**config.mk**
```make
export PLATFORM = sky130hd
export DESIGN_NAME = proj_div_pipe
export DESIGN_NICKNAME = d
export VERILOG_FILES = /design/src/rtl/proj_div_pipe.sv
export SDC_FILE = /design/constraint.sdc
export NUM_CORES = 1
export LEC_CHECK = 0
export BUFFER_PORTS_ARGS = -buffer_cell sky130_fd_sc_hd__buf_2
export CAP_MARGIN = 20
export CORE_MARGIN = 2
export CORE_UTILIZATION = 65
export DETAILED_ROUTE_END_ITERATION = 10
export PLACE_DENSITY = 0.87
export SYNTH_ARGS = -nofsm -noshare
export SYNTH_HDL_FRONTEND = slang
export SYNTH_SLANG_ARGS = --single-unit
```
**constraint.sdc**
```tcl
create_clock -name CLK -period 9.8 [get_ports CLK]
set_input_delay 0.49 -clock CLK [delete_from_list [all_inputs] [get_ports CLK]]
set_output_delay 0.49 -clock CLK [all_outputs]
set_load 0.02 [all_outputs]
```
**src/rtl/proj_div_pipe.sv**
```systemverilog
// Perspective projection of a view-space vertex to screen pixels.
// One shared restoring divider computes x then y quotients, 1 bit per cycle.
module proj_div_pipe #(
   parameter int COORD_W     = 32,
   parameter int FOCAL_SHIFT = 6,
   parameter int SCR_W       = 320,
   parameter int SCR_H       = 180,
   parameter int CLAMP       = 256,
   parameter int NEAR        = 1,
   parameter int OUT_W       = 10,
   parameter int TAG_W       = 8
) (
   input  logic                      CLK,
   input  logic                      RESET_N,
   input  logic                      in_valid,
   output logic                      in_ready,
   input  logic signed [COORD_W-1:0] in_x,
   input  logic signed [COORD_W-1:0] in_y,
   input  logic signed [COORD_W-1:0] in_z,
   input  logic        [TAG_W-1:0]   in_tag,
   output logic                      out_valid,
   input  logic                      out_ready,
   output logic signed [OUT_W-1:0]   x_screen,
   output logic signed [OUT_W-1:0]   y_screen,
   output logic                      out_onscreen,
   output logic                      out_culled,
   output logic        [TAG_W-1:0]   out_tag
);
   localparam int QW = COORD_W + FOCAL_SHIFT;
   localparam int CW = $clog2(QW);

   typedef enum logic [1:0] {IDLE, DIV_X, DIV_Y, OUT} state_t;
   state_t state, state_nxt;

   logic [COORD_W-1:0] z_r, ay_r, rem, rem_nxt;
   logic [QW-1:0]      dvd, q, q_nxt, qx;
   logic [CW-1:0]      cnt;
   logic [COORD_W:0]   rem_sh, trial;
   logic [TAG_W-1:0]   tag_r;
   logic               x_neg, y_neg, culled_r, q_bit;
   logic               accept, cull_in, div_last, onscr;
   int                 cx, cy, x_full, y_full;

   // magnitude as unsigned, so -2^(COORD_W-1) maps to 2^(COORD_W-1) cleanly
   function automatic logic [COORD_W-1:0] absv(input logic signed [COORD_W-1:0] v);
      logic [COORD_W-1:0] u;
      u = v;
      return v[COORD_W-1] ? (~u + 1'b1) : u;
   endfunction

   function automatic int sclamp(input logic [QW-1:0] m, input logic neg);
      int c;
      c = (m > QW'(CLAMP)) ? CLAMP : int'(32'(m));
      return neg ? -c : c;
   endfunction

   assign accept   = in_valid & in_ready;
   assign cull_in  = in_z < NEAR;
   assign div_last = (cnt == CW'(QW - 1));

   always_comb begin
      rem_sh  = {rem, dvd[QW-1]};
      trial   = rem_sh - {1'b0, z_r};
      q_bit   = ~trial[COORD_W];
      rem_nxt = q_bit ? trial[COORD_W-1:0] : rem_sh[COORD_W-1:0];
      q_nxt   = {q[QW-2:0], q_bit};
   end

   always_comb begin
      cx     = sclamp(qx, x_neg);
      cy     = sclamp(q, y_neg);
      x_full = SCR_W / 2 + cx;
      y_full = SCR_H / 2 - cy;
      onscr  = (x_full >= 0) && (x_full < SCR_W) && (y_full >= 0) && (y_full < SCR_H);
   end

   always_ff @(posedge CLK or negedge RESET_N) begin
      if (!RESET_N) state <= IDLE;
      else          state <= state_nxt;
   end

   always_comb begin
      state_nxt = state;
      case (state)
         IDLE:    if (accept) state_nxt = cull_in ? OUT : DIV_X;
         DIV_X:   if (div_last) state_nxt = DIV_Y;
         DIV_Y:   if (div_last) state_nxt = OUT;
         OUT:     if (out_valid && out_ready) state_nxt = IDLE;
         default: state_nxt = IDLE;
      endcase
   end

   always_ff @(posedge CLK or negedge RESET_N) begin
      if (!RESET_N) begin
         in_ready     <= 1'b0;
         out_valid    <= 1'b0;
         x_screen     <= '0;
         y_screen     <= '0;
         out_onscreen <= 1'b0;
         out_culled   <= 1'b0;
         out_tag      <= '0;
         z_r          <= '0;
         ay_r         <= '0;
         rem          <= '0;
         dvd          <= '0;
         q            <= '0;
         qx           <= '0;
         cnt          <= '0;
         tag_r        <= '0;
         x_neg        <= 1'b0;
         y_neg        <= 1'b0;
         culled_r     <= 1'b0;
      end else begin
         in_ready <= (state_nxt == IDLE);
         case (state)
            IDLE: if (accept) begin
               z_r      <= in_z;
               dvd      <= {absv(in_x), {FOCAL_SHIFT{1'b0}}};
               ay_r     <= absv(in_y);
               x_neg    <= in_x[COORD_W-1];
               y_neg    <= in_y[COORD_W-1];
               tag_r    <= in_tag;
               culled_r <= cull_in;
               rem      <= '0;
               cnt      <= '0;
            end
            DIV_X, DIV_Y: begin
               rem <= rem_nxt;
               q   <= q_nxt;
               dvd <= dvd << 1;
               cnt <= cnt + 1'b1;
               if (div_last) begin
                  cnt <= '0;
                  rem <= '0;
                  if (state == DIV_X) begin
                     qx  <= q_nxt;
                     dvd <= {ay_r, {FOCAL_SHIFT{1'b0}}};
                  end
               end
            end
            OUT: begin
               // results register on the first OUT cycle, then hold until taken
               if (!out_valid) begin
                  out_valid    <= 1'b1;
                  out_tag      <= tag_r;
                  out_culled   <= culled_r;
                  x_screen     <= culled_r ? OUT_W'(SCR_W / 2) : OUT_W'(x_full);
                  y_screen     <= culled_r ? OUT_W'(SCR_H / 2) : OUT_W'(y_full);
                  out_onscreen <= culled_r ? 1'b0 : onscr;
               end else if (out_ready) begin
                  out_valid <= 1'b0;
               end
            end
            default: ;
         endcase
      end
   end
endmodule

```
==> summary.md <==
| Metric | Value |
|---|---|
| Post-CTS Resized | `0` |
| WP buf/inv | `2` |
| Root buffer cell | `clkbuf_16` |
| Largest family of logic cells by synthesized area | `simple AND/OR/NAND/NOR gates` |
| Fin nets | `1889` |
| Setup violations, final | `0` |
| CTS tree | `yes` |
| # fillers | `1612` |
| EDFF count, synth | `0` |
| # rows | `55` |
| Clk pwr share | `25.6%` |
| Vias | `12618` |
| Dominant synthesized flop cell | `dfrtp_1` |
| Fin crit share | `45.9%` |
| GRT Util Overall | `29.5%` |
| Layout Skew | `0.0131 ns` |
| Number of port buffers | `139` |
| Final Hold Vio Count | `0` |
| Post-layout min period | `4.50 ns` |
| Die area | `23900 µm²` |
| Comb power frac | `39.1%` |
| Antenna cells | `0` |
| CP Data Required Time | `10.29 ns` |
| XOR/XNOR Fraction of Synth Area | `6.05%` |
| Crit-path most repeated cell | `nor4_1` |
| CORE AREA | `22400 µm²` |
| Vias/cell | `6.18` |
| Detailed placement HPWL | `23600 µm` |
| Post-synthesis simple-gate area fraction | `18.6%` |
| Initial core utilization | `65.8%` |
| Layout cell share with drive strength beyond 1 | `17.7%` |
| Max Cap Viol | `0` |
| Compound-Gate Fraction of Synth Area | `17.6%` |
| Most frequent cells in the layout | `nand2_1, dfrtp_1, o21ai_0, buf_2, mux2_2` |
| Syn avg cell area | `8.98 µm²` |
| Clock transition at path regs | `0.06 ns` |
| Worst-skew pair later-pin latency | `0.55 ns` |
| Sinks on Clock Net | `255` |
| CP arrival | `4.99 ns` |
| Ys async rst share | `100%` |
| Number of buffers created by CTS | `27` |
| Synth Register Bits | `255` |
| Non-filler cells, final | `2042` |
| Die W | `155 µm` |
| Vias in the first global route | `12023` |
| Final WL | `34900 µm` |
| Die span in y | `155 µm` |
| CP cell instances | `nor4_1 > a21boi_0 > nor3_1 > buf_4 > and2_1 > inv_1 > ha_1 > nor2b_1 > nor2_1 > a311oi_1 > a21oi_1 > xnor2_1 > nor4_1 > a22o_1` |
| Initial DRC Count | `1216` |
| Pwr dens | `269 nW/µm²` |
| Adder-Cell Fraction of Synth Area | `3.87%` |
| Post-DR wirelength/cell | `17.1 µm` |
| Seq/Total Area, Yosys | `43.2%` |
| Worst hold path type | `in -> async` |
| Worst slew margin | `27.7%` |
| Yosys cell types | `71` |
| Internal | `2740 µW` |
| Most common cell after layout, fill and taps aside | `nand2_1` |
| Crit path max fanout | `14` |
| RSZ-0062 raised after global routing | `false` |
| Critical path launch point type | `flip-flop` |
| Layout area overhead | `13.3%` |
| Slowest-stage cell, CP | `a311oi_1` |
| CP delay by family, top | `simple AND/OR/NAND/NOR gates` |
| LEAKAGE | `0.00786 µW` |
| # DRC | `0` |
| IR Drop Worst-Case VDD | `0.277 mV` |
| Multiplexer area fraction after synthesis | `6.74%` |
| Synthesized area | `14800 µm²` |
| YS warnings | `0` |
| Reg power frac | `35.2%` |
| Pre-antenna DRT Iters | `5` |
| R2r setup slk | `5.30 ns` |
| Reg2reg path depth | `14` |
| Detail Route Antenna Nets | `0` |
| Crit. End Element | `flip-flop` |
| Worst Max-Slew Pin Slew | `1.08 ns` |
| Maximum clock path buffer count | `3` |
| Grt ovf | `0` |
| CP max stage delay | `0.70 ns` |
| Post-CTS Setup Bufs | `0` |
| Syn nets | `1797` |
| Initial antenna violation count | `0` |
| Total power | `4500 µW` |
| R2R Path Start | `q[2]$_DFFE_PN0N_` |
| H-tree Lvls | `1` |
| Fmax | `222 MHz` |
| Post-Syn Instances | `1644` |
| Reg2reg end | `out_onscreen$_DFFE_PN0P_` |
| Dpl cells | `1990` |
| Sw frac | `39.0%` |
| Slew Limit Fails | `0` |
| Setup tns final | `0 ns` |
| First-pass GRT wire length | `59000 µm` |
| Pin count of the biggest net entering global routing | `127` |
| I/O pin count | `140` |
| Routability cong. | `0.903` |
| # hold bufs at CTS | `0` |
| Outcome | `finished clean` |
| Critical path class | `reg -> reg` |
| P_sw | `1760 µW` |
sequential cells by signal, summed over array words and instances (netlist names):
register      flops
ay_r             32
cnt               6
culled_r          1
dvd              32
in_ready          1
out_culled        1
out_onscreen      1
out_tag           8
out_valid         1
q                38
qx               38
rem              32
state             2
tag_r             8
x_neg             1
x_screen         10
y_neg             1
y_screen         10
z_r              32
power by group through the flow:
stage          clock (µW)  combinational (µW)  sequential (µW)
2_1_floorplan           0                1300             1550
3_3_place_gp            0                1660             1570
3_5_place_dp            0                1730             1590
4_1_cts              1170                1740             1580
5_1_grt              1210                1980             1630
6_report             1150                1760             1590
final cells by class:
cell class                      count  area [µm²]  area share, %
Inverter                           58         218           1.30
Tap cell                          285         357           2.13
Sequential cell                   255        6380           38.2
Clock inverter                     16         280           1.68
Clock buffer                       34         742           4.44
Multi-Input combinational cell   1239        7870           47.1
Timing Repair Buffer              155         866           5.18
Yosys cell counts, types with 17 or more instances:
library cell / number / share of area [%]
dfrtp_1: 255 / 43
a221o_1: 17 / 1.2
nor2_1: 60 / 1.5
o211ai_1: 21 / 1.1
xor2_1: 52 / 3.1
mux2_2: 83 / 6.3
inv_1: 58 / 1.5
clkbuf_1: 75 / 1.9
nand3_1: 48 / 1.6
nor3_1: 39 / 1.3
nor4_1: 29 / 1.2
nand2_1: 323 / 8.2
o21ai_0: 174 / 5.9
ha_1: 44 / 3.7
o31ai_1: 23 / 1.2
xnor2_1: 50 / 3.0
a21oi_1: 48 / 1.6
routing by layer:
layer / routed length [µm] / GRT usage, % / vias to the layer above
met5: 0 / 0 / -
li1: - / - / 6045
met4: 916 / 8.55 / 0
met1: 15300 / 41.3 / 5998
met3: 2100 / 3.14 / 73
met2: 16600 / 49.1 / 502
worst max-delay path by stage:
| stage | endpoint | start | slack [ns] | cells past startpoint |
|---|---|---|---|---|
| floorplan | out_onscreen$_DFFE_PN0P_ | q[3]$_DFFE_PN0N_ | 5.79 | 16 |
| CTS | out_onscreen$_DFFE_PN0P_ | q[2]$_DFFE_PN0N_ | 5.35 | 14 |
| detailed placement | out_onscreen$_DFFE_PN0P_ | q[2]$_DFFE_PN0N_ | 5.38 | 14 |
| global route | out_onscreen$_DFFE_PN0P_ | q[2]$_DFFE_PN0N_ | 4.72 | 14 |
| finish | out_onscreen$_DFFE_PN0P_ | q[2]$_DFFE_PN0N_ | 5.30 | 14 |
| global placement | out_onscreen$_DFFE_PN0P_ | q[2]$_DFFE_PN0N_ | 5.51 | 16 |
logic make-up after synthesis:
group / Yosys count
and+or+nand+nor: 600
adders and majority gates: 45
muxes: 89
AOI/OAI and AO/OA: 403
DFF: 255
buffers and inverters: 150
xor gates and xnor gates: 102
stage by stage:
| step | util, % | hold slack [ns] | setup slack, ns | area, µm² |
|---|---|---|---|---|
| floorplan | - | 0.194 | 5.79 | 14800 |
| global placement | 69.7 | 0.452 | 5.51 | 15600 |
| detailed placement | 69.7 | 0.463 | 5.38 | 15600 |
| CTS | 74.3 | 0.0922 | 5.35 | 16700 |
| global route | 74.5 | 0.127 | 4.72 | 16700 |
| finish | 74.5 | 0.0317 | 5.30 | 16700 |
Note: power is estimated with default switching activity, not from simulation.
